--- config.mk ---
export PLATFORM = sky130hd
export DESIGN_NAME = lif_spike_monitor
export DESIGN_NICKNAME = d
export VERILOG_FILES = /design/src/rtl/lif_spike_monitor.sv
export SDC_FILE = /design/constraint.sdc
export NUM_CORES = 1
export LEC_CHECK = 0
export ABC_CLOCK_PERIOD_IN_PS = 3600
export BUFFER_PORTS_ARGS = -buffer_cell sky130_fd_sc_hd__buf_2
export CAP_MARGIN = 40
export CORE_AREA = 3 3 142 144
export CTS_CLUSTER_DIAMETER = 100
export DETAILED_ROUTE_END_ITERATION = 12
export DIE_AREA = 0 0 145 147
export PLACE_DENSITY = 0.77
export SLEW_MARGIN = 5
export SYNTH_ARGS = -nofsm -noshare
export SYNTH_HDL_FRONTEND = slang
export SYNTH_SLANG_ARGS = --single-unit
export TNS_END_PERCENT = 30
--- constraint.sdc ---
create_clock -name clk -period 3.6 [get_ports clk]
set_input_delay 0.72 -clock clk [delete_from_list [all_inputs] [get_ports clk]]
set_output_delay 0.72 -clock clk [all_outputs]
set_load 0.01 [all_outputs]
--- src/rtl/lif_spike_monitor.sv ---
// Spike timestamping event FIFO plus windowed spike-rate counter for the LIF neuron.
// Define LIF_MON_EDGE_DET_EN to qualify spikes on rising edges of spike_in only.
module lif_spike_monitor #(
  parameter int TS_W       = 16,
  parameter int DEPTH      = 8,
  parameter int WIN_CYCLES = 256
) (
  input  logic            clk,
  input  logic            reset,
  input  logic            enable,
  input  logic            params_ready,
  input  logic            spike_in,
  input  logic [6:0]      v_mem_in,
  input  logic            evt_ready,
  output logic            evt_valid,
  output logic [TS_W-1:0] evt_ts,
  output logic [6:0]      evt_vmem,
  output logic [7:0]      drop_count,
  output logic [7:0]      rate_out,
  output logic            rate_valid
);

  localparam int PTR_W   = $clog2(DEPTH);
  localparam int CNT_W   = $clog2(DEPTH + 1);
  localparam int WIN_W   = $clog2(WIN_CYCLES);
  localparam int ENTRY_W = TS_W + 7;
  localparam logic [CNT_W-1:0] FULL_CNT = CNT_W'(DEPTH);
  localparam logic [WIN_W-1:0] WIN_LAST = WIN_W'(WIN_CYCLES - 1);

  logic            armed;
  logic            spike_qual;
  logic            evt_fire;
  logic [TS_W-1:0] ts_reg;
  logic [6:0]      vmem_prev_reg;

  assign armed = enable & params_ready;

  always_ff @(posedge clk or posedge reset) begin
    if (reset) begin
      ts_reg <= '0;
    end else if (!params_ready) begin
      ts_reg <= '0;
    end else if (enable) begin
      ts_reg <= ts_reg + TS_W'(1);
    end
  end

  // Holds the potential from the previous armed cycle, i.e. before the neuron's reset on spike.
  always_ff @(posedge clk or posedge reset) begin
    if (reset) begin
      vmem_prev_reg <= '0;
    end else if (armed) begin
      vmem_prev_reg <= v_mem_in;
    end
  end

`ifdef LIF_MON_EDGE_DET_EN
  logic spike_prev_reg;

  always_ff @(posedge clk or posedge reset) begin
    if (reset) begin
      spike_prev_reg <= 1'b0;
    end else if (armed) begin
      spike_prev_reg <= spike_in;
    end
  end

  assign spike_qual = spike_in & ~spike_prev_reg;
`else
  assign spike_qual = spike_in;
`endif

  assign evt_fire = armed & spike_qual;

  // Event FIFO
  logic [ENTRY_W-1:0] mem [DEPTH];
  logic [ENTRY_W-1:0] head;
  logic [PTR_W-1:0]   wr_ptr_reg;
  logic [PTR_W-1:0]   rd_ptr_reg;
  logic [CNT_W-1:0]   count_reg;
  logic               fifo_empty;
  logic               fifo_full;
  logic               do_pop;
  logic               do_push;
  logic               do_drop;
  logic [7:0]         drop_count_reg;

  assign fifo_empty = (count_reg == '0);
  assign fifo_full  = (count_reg == FULL_CNT);
  assign do_pop     = ~fifo_empty & evt_ready;
  // A pop on the same edge frees the slot, so a full FIFO still accepts the push.
  assign do_push    = evt_fire & (~fifo_full | do_pop);
  assign do_drop    = evt_fire & fifo_full & ~do_pop;

  always_ff @(posedge clk) begin
    if (do_push) begin
      mem[wr_ptr_reg] <= {ts_reg, vmem_prev_reg};
    end
  end

  always_ff @(posedge clk or posedge reset) begin
    if (reset) begin
      wr_ptr_reg <= '0;
      rd_ptr_reg <= '0;
      count_reg  <= '0;
    end else begin
      if (do_push) begin
        wr_ptr_reg <= wr_ptr_reg + PTR_W'(1);
      end
      if (do_pop) begin
        rd_ptr_reg <= rd_ptr_reg + PTR_W'(1);
      end
      case ({do_push, do_pop})
        2'b10:   count_reg <= count_reg + CNT_W'(1);
        2'b01:   count_reg <= count_reg - CNT_W'(1);
        default: count_reg <= count_reg;
      endcase
    end
  end

  always_ff @(posedge clk or posedge reset) begin
    if (reset) begin
      drop_count_reg <= '0;
    end else if (do_drop && (drop_count_reg != 8'hFF)) begin
      drop_count_reg <= drop_count_reg + 8'd1;
    end
  end

  assign head       = mem[rd_ptr_reg];
  assign evt_valid  = ~fifo_empty;
  assign evt_ts     = fifo_empty ? '0 : head[ENTRY_W-1:7];
  assign evt_vmem   = fifo_empty ? '0 : head[6:0];
  assign drop_count = drop_count_reg;

  // Rate window FSM
  typedef enum logic {
    IDLE,
    COUNT
  } rate_state_t;

  rate_state_t      state_reg;
  rate_state_t      state_next;
  logic [WIN_W-1:0] win_cnt_reg;
  logic [WIN_W-1:0] win_cnt_next;
  logic [7:0]       spike_acc_reg;
  logic [7:0]       spike_acc_next;
  logic [7:0]       rate_out_reg;
  logic [7:0]       rate_out_next;
  logic [7:0]       acc_sum;
  logic             rate_pulse;

  assign acc_sum = (spike_acc_reg == 8'hFF) ? 8'hFF : spike_acc_reg + {7'd0, spike_qual};

  always_ff @(posedge clk or posedge reset) begin
    if (reset) begin
      state_reg     <= IDLE;
      win_cnt_reg   <= '0;
      spike_acc_reg <= '0;
      rate_out_reg  <= '0;
    end else begin
      state_reg     <= state_next;
      win_cnt_reg   <= win_cnt_next;
      spike_acc_reg <= spike_acc_next;
      rate_out_reg  <= rate_out_next;
    end
  end

  always_comb begin
    state_next     = state_reg;
    win_cnt_next   = win_cnt_reg;
    spike_acc_next = spike_acc_reg;
    rate_out_next  = rate_out_reg;
    rate_pulse     = 1'b0;
    case (state_reg)
      IDLE: begin
        if (armed) begin
          state_next = COUNT;
        end
      end
      COUNT: begin
        if (!params_ready) begin
          state_next     = IDLE;
          win_cnt_next   = '0;
          spike_acc_next = '0;
        end else if (enable) begin
          if (win_cnt_reg == WIN_LAST) begin
            rate_out_next  = acc_sum;
            rate_pulse     = 1'b1;
            win_cnt_next   = '0;
            spike_acc_next = '0;
          end else begin
            win_cnt_next   = win_cnt_reg + WIN_W'(1);
            spike_acc_next = acc_sum;
          end
        end
      end
      default: begin
        state_next = IDLE;
      end
    endcase
  end

  assign rate_out   = rate_out_reg;
  assign rate_valid = rate_pulse;

endmodule

# == Yosys cells after proc, flatten, opt, wreduce, memory -nomap -nowiden ==
# Memory sizes are Yosys's and may differ from the RTL's.
# Cells that the tools add are included.
# word_totals
regBits,66
mem_bits_rw,184
inputBits,13
output_inout_bits,41
word_cells,63
n_memories,1
# op_classes
addsub,8
n_eq_ne,7
n_mux,21
bitwise_logic,11
n_reduce_logical,5
# memory_table
name,depth,word_bits,rd,rd_ports_with_merged_regs,wr,line,text
mem,8,23,1,0,1,76,logic [ENTRY_W-1:0] mem [DEPTH];
# op_table
op,n
2-to-1 mux 8 bit,7
2-to-1 mux 16 bit,3
"adder 16 x 1 -> 16 bit, second input constant",1
"adder 8 x 1 -> 8 bit, second input constant",2
"== test 8 bit, second input constant",2
adder 8 x 1 -> 8 bit,1
2-to-1 mux 1 bit,8
"!= test 8 bit, second input constant",1
one-hot mux 4 bit (2 select lines),1
2-to-1 mux 7 bit,1
"adder 3 x 1 -> 3 bit, second input constant",2
bitwise AND 1 bit,6
"adder 4 x 1 -> 4 bit, second input constant",1
"== test 4 bit, second input constant",1
zero test 4 bit,1
inverter 1 bit,4
AND reduction 4 bit,1
"subtractor 4 x 1 -> 4 bit, second input constant",1
"== test 2 x 1 -> 1 bit, second input constant",1
"== test 2 bit, second input constant",1
"!= test 2 bit, second input constant",1
one-hot mux 1 bit (2 select lines),1
AND reduction 2 bit,1
nonzero test 2 bit,1
other kinds (2),2

# == Longest topological paths before layout ==
# Gate-level depths: netlist of run 1.
# logic_depth
word_depth,7
depth_mapped,8
depth_no_buf,7

# == Least setup slack after synthesis of run 1 ==
# No wires, ideal clock.
# synth_path
path_type,input to register
start,in params_ready
end,mem mem[0][0] in the netlist's numbering (enable)
arrival_ns,3.541
setup_slack_ns,-0.402
path_stages,4
path_buffers,1
path_cell_list,buf_2 nand3_1 a31o_2 nor4_1
# synth_between
elab_chain_cells,5
# synth_lines
element,line,text
from (decl),11,"input logic params_ready,"
bitwise AND 1 bit,36,assign armed = enable & params_ready;
bitwise AND 1 bit,73,assign evt_fire = armed & spike_qual;
bitwise AND 1 bit,92,assign do_push = evt_fire & (~fifo_full | do_pop);
2-to-1 mux 1 bit,96,if (do_push) begin
2-to-1 mux 1 bit (implied by the code),97,"mem[wr_ptr_reg] <= {ts_reg, vmem_prev_reg};"
to (decl),76,
# No other way between the ends.

# == Worst setup path in the final report of run 1 ==
# layout_path
start,reg rd_ptr_reg[0]
end,out evt_ts[15]
# layout_between
elab_chain_cells,2
# layout_lines
element,line,text
from (decl),79,logic [PTR_W-1:0] rd_ptr_reg;
from (signal assigned),111,rd_ptr_reg <= rd_ptr_reg + PTR_W'(1);
memory (8 x 23 bit),n/a,
2-to-1 mux 16 bit,131,assign evt_ts = fifo_empty ? '0 : head[ENTRY_W-1:7];
to (decl),16,"output logic [TS_W-1:0] evt_ts,"
# No other way between the ends.

==> flow_summary.ini, run 1 <==
[status]
status = completed

[final_layout]
area_delta_synth_final_pct = 13.8
final-instance-count-excl-fill = 974
fillers = 1306
final_util = 0.628
layout.nets = 716
drive_gt1_frac = 0.266
finish.instance_area_um2 = 11800
antenna_cells = 0
largest_register_ffs = 184

[critical_path]
worstPathArrival_ns = 2.46
rrSetupSlack_ns = 1.30
cp-end-kind = output port
path_class = register to output port
cp-start-kind = register
crit_fanout = 16
r2r_cells = 7
worstPathRequired_ns = 2.88

[global_routing]
overflow = 0
grt_pass1_vias = 5880
grtUsageTotal = 0.194
grt_pass1_wl_mm = 32.8
grt_max_degree = 67
antenna_found_initial = 0

[die]
fp.dieH_um = 147
core.rowCount = 50
die_area_um2 = 21300
die_x_um = 145
start_util = 0.552
pin_count = 54
core_area_um2 = 18800

[sta]
rsz0062_at_grt = no
setup_ws_ns = 0.423
worstMarginPinSlew_ns = 0.874
tns_ns = 0
max_freq_mhz = 315
fin_worst_skew_ns = 0.0145
period_minus_slack_ns = 3.18
timing.slew.headroom = 0.417
post-route-period-util = 0.882
drv_slew = 0
setup_violations = 0
finalHoldViolations = 0

[yosys]
synth_seq_cells = 250
synth_top_cell_area_share = 0.532
synth_fp_nets = 647
ys.flop_type = edfxtp_1
postSynth.asyncResetShare = 0.264
netlist_instances = 626
synth_top_area_cell = edfxtp_1
yosys_warnings = 0
synth_edf_count = 184
ys_types = 55
ys_top_cells_by_count = edfxtp_1 (184), dfrtp_1 (66), nor2_1 (47)
syn_area_um2 = 10400
synth.area.top_cells = edfxtp_1 (53%), dfrtp_1 (16%), mux4_2 (10%)
seq_area_frac_synth = 0.691
syn_avg_cell_area_um2 = 16.6
yosysMostFrequentCell = edfxtp_1

[clock_network]
clock-sinks = 250
cts_setup_buffers = 0
htreeDepth = 1
cts_resized = 0
clock-root-buffer = clkbuf_16
cts_buffers = 25
hold_buffers = 0
clkLatencyLatePin_ns = 0.52
path_clk_slew_ns = 0.06
clockBufferDepth = 3
cts_tree = done

[routing]
drtIter0Drc = 402
ant_nets = 0
vias = 5655
vias_per_cell = 5.81
drc = 0
finalWirelength_mm = 20.2
drtPass1Iterations = 5
wire_per_inst_um = 20.7

[power_and_ir_drop]
ir_drop_mv = 0.351
p_leak_uw = 0.00429
power.density_nw_per_um2 = 674

[min_path]
worst_hold_path.num_cells = 2
hp-class = input pin to register

[placed_design]
dpl-instance-area_um2 = 11000
post-place-ws_ns = 0.782
portBuffers = 53
place_inst = 928
gp_congestion = 0.760
dp_hpwl_mm = 12.1

[run]
drv_cap = 0
[stage by stage]
stage | hold WS (ns) | power (µW)
2_1_floorplan | 0.475 | 4910
3_3_place_gp | 0.473 | 5490
3_5_place_dp | 0.485 | 5560
4_1_cts | 0.416 | 8060
5_1_grt | 0.428 | 8330
6_report | 0.437 | 7960
[per-layer routing]
metal  global-route usage  up-vias  wire length, µm
li1                     -     2564                -
met1                0.264     2892             8360
met2                0.329      169            10300
met3               0.0345       30             1130
met4               0.0508        0              367
met5                    0        -                0
[final timing paths]
path / from / endpoint
setup reg to reg: count_reg[2] / count_reg[2]
min in group asynchronous: reset / vmem_prev_reg[5]
hold / removal: v_mem_in[5] / vmem_prev_reg[5]
max in group asynchronous: reset / rd_ptr_reg[1]
setup / recovery: rd_ptr_reg[0] / evt_ts[15]
hold reg to reg: drop_count[6] / drop_count[6]
[logic make-up after synthesis]
group	count (synthesis)	share of synthesized area
AO/OA/AOI/OAI	52	0.0379
multiplexers	82	0.136
flip-flops	250	0.691
adder cells (fa/ha/maj)	8	0.00964
AND/OR/NAND/NOR	168	0.0844
XOR/XNOR	29	0.0245
buffers and inverters	37	0.0171
[worst max-delay path, stage by stage (launching register included)]
cell     delay (ns)
dfrtp_2        0.72
buf_12         0.25
mux4_2         0.52
mux2i_1        0.23
nor2_1         0.06
buf_2          0.15
[report_power, final]
| group | switching (µW) | internal [µW] |
|---|---|---|
| sequential | 282 | 3280 |
| clock | 1050 | 1450 |
| combinational | 942 | 967 |
[layout by cell type (no fill, tap or decap), types with 6 or more instances in the layout]
cell / n
a21oi_1: 6
a31oi_1: 8
and2_1: 13
buf_2: 53
buf_4: 15
clkbuf_16: 25
dfrtp_1: 64
edfxtp_1: 184
ha_1: 8
inv_1: 7
mux2_2: 9
mux2i_1: 27
mux4_2: 46
nand2_1: 29
nand2b_1: 7
nand3_1: 18
nand4_1: 9
nor2_1: 44
nor3_1: 10
o21ai_0: 14
xnor2_1: 14
xor2_1: 15
[layout make-up]
cell class                      instances  area, µm²  area share
Timing Repair Buffer                   70        418      0.0353
Clock buffer                           30        654      0.0553
Tap cell                              260        325      0.0275
Inverter                                9       33.8     0.00286
Clock inverter                         16        139      0.0117
Multi-Input combinational cell        339       3080       0.260
Sequential cell                       250       7180       0.607
No activity file was read; power rests on OpenSTA's default activity.
==> run 2: changes to the inputs <==
==> constraint.sdc (replaced) <==
create_clock -name clk -period 3.6 [get_ports clk]
set_input_delay 0.36 -clock clk [delete_from_list [all_inputs] [get_ports clk]]
set_output_delay 0.36 -clock clk [all_outputs]
set_load 0.01 [all_outputs]
==> flow_summary.ini, run 2 (synthesis gave the netlist of run 1 again) <==
[routing]
wire_per_inst_um = 20.7
finalWirelength_mm = 20.1
vias = 5710
drc = 0
drtIter0Drc = 390
ant_nets = 0
vias_per_cell = 5.87
drtPass1Iterations = 5

[global_routing]
grtUsageTotal = 0.191
grt_pass1_wl_mm = 32.3
antenna_found_initial = 0
grt_pass1_vias = 6021
grt_max_degree = 40
overflow = 0

[sta]
rsz0062_at_grt = no
period_minus_slack_ns = 2.81
setup_violations = 0
tns_ns = 0
fin_worst_skew_ns = 0.0126
timing.slew.headroom = 0.482
post-route-period-util = 0.781
drv_slew = 0
max_freq_mhz = 356
finalHoldViolations = 0
worstMarginPinSlew_ns = 0.777

[clock_network]
clock-sinks = 250
clockBufferDepth = 3
path_clk_slew_ns = 0.06
cts_buffers = 24
htreeDepth = 1
clock-root-buffer = clkbuf_16
cts_tree = done
cts_resized = 0
clkLatencyLatePin_ns = 0.52
hold_buffers = 1
cts_setup_buffers = 0

[final_layout]
antenna_cells = 0
area_delta_synth_final_pct = 14.4
layout_common_cells = edfxtp_1 (184), dfrtp_1 (64), buf_2 (53), mux4_2 (46), nor2_1 (44)
layout.nets = 716
drive_gt1_frac = 0.271
final_util = 0.631
largest_register_ffs = 184
layout_commonest_cell = edfxtp_1
fillers = 1313

[critical_path]
cpPeakStageDelay_ns = 0.66
rr_endpoint = count_reg[2]
r2r_start = count_reg[2]
path_class = register to output port
worstPathRequired_ns = 3.24
cp-end-kind = output port
crit_fanout = 14
crit_path_end = evt_ts[2]
worstPathArrival_ns = 2.45
crit_chain = buf_4 > mux4_2 > mux2i_1 > nor2_1 > buf_2
r2r_cells = 7
slowest_stage = dfrtp_2
rrSetupSlack_ns = 1.33
critPathLaunch = rd_ptr_reg[0]
cp-start-kind = register

[power_and_ir_drop]
power.density_nw_per_um2 = 673
ir_drop_mv = 0.440
p_leak_uw = 0.00431

[placed_design]
gp_congestion = 0.776
dp_hpwl_mm = 12.6
portBuffers = 53

[min_path]
hp-class = input pin to register

[die]
core.rowCount = 50
fp.dieH_um = 147
core_area_um2 = 18800
pin_count = 54
die_area_um2 = 21300
die_x_um = 145
start_util = 0.552

[run]
drv_cap = 0

[status]
status = completed
==> run 2: routing by layer <==
metal	vias to the layer above	global-route usage	wire length, µm
li1	2552	-	-
met1	2956	0.247	8350
met2	169	0.329	10300
met3	33	0.0361	1030
met4	0	0.0632	449
met5	-	0	0
==> run 2: metrics by stage <==
| stage | cells | worst slack, ns | cell area, µm² | total power, µW | hold slack, ns |
|---|---|---|---|---|---|
| global route | 973 | 0.605 | 11900 | 8370 | 0.0622 |
| floorplan | 626 | 0.473 | 10400 | 4910 | 0.475 |
| CTS | 973 | 0.724 | 11900 | 8100 | 0.0577 |
| finish | 973 | 0.790 | 11900 | 8000 | 0.0732 |
| global placement | 927 | 1.25 | 11000 | 5460 | 0.472 |
| detailed placement | 928 | 1.11 | 11000 | 5540 | 0.300 |
==> run 2: how the worst min path moves through the flow <==
stage / start / to / slack [ns] / depth (start not counted)
3_5_place_dp: reset / vmem_prev_reg[6] / 0.30 / 2
4_1_cts: v_mem_in[5] / vmem_prev_reg[5] / 0.06 / 2
6_report: v_mem_in[5] / vmem_prev_reg[5] / 0.07 / 2
3_3_place_gp: rate_out[3] / rate_out[3] / 0.47 / 1
5_1_grt: v_mem_in[0] / vmem_prev_reg[0] / 0.06 / 2
2_1_floorplan: spike_acc_reg[0] / spike_acc_reg[0] / 0.48 / 2
==> run 2: critical path, delay by kind of cell, from the launching register on <==
family,cells,cell delay [ns]
multiplexers,2,0.73
flip-flops,1,0.66
buffers and inverters,2,0.49
AND/OR/NAND/NOR,1,0.06
==> run 2: final cells by class <==
class                           count  area [µm²]  area share
Clock inverter                      9         118     0.00990
Tap cell                          260         325      0.0274
Sequential cell                   250        7180       0.604
Inverter                            9        33.8     0.00284
Timing Repair Buffer               71         440      0.0371
Multi-Input combinational cell    339        3080       0.259
Clock buffer                       35         712      0.0599
==> run 2: report_power, final <==
group          total, µW  internal, µW  switching (µW)  leakage [µW]
logic               1860           956             905       0.00146
clock network       2550          1520            1030      0.000398
registers           3590          3280             312       0.00245
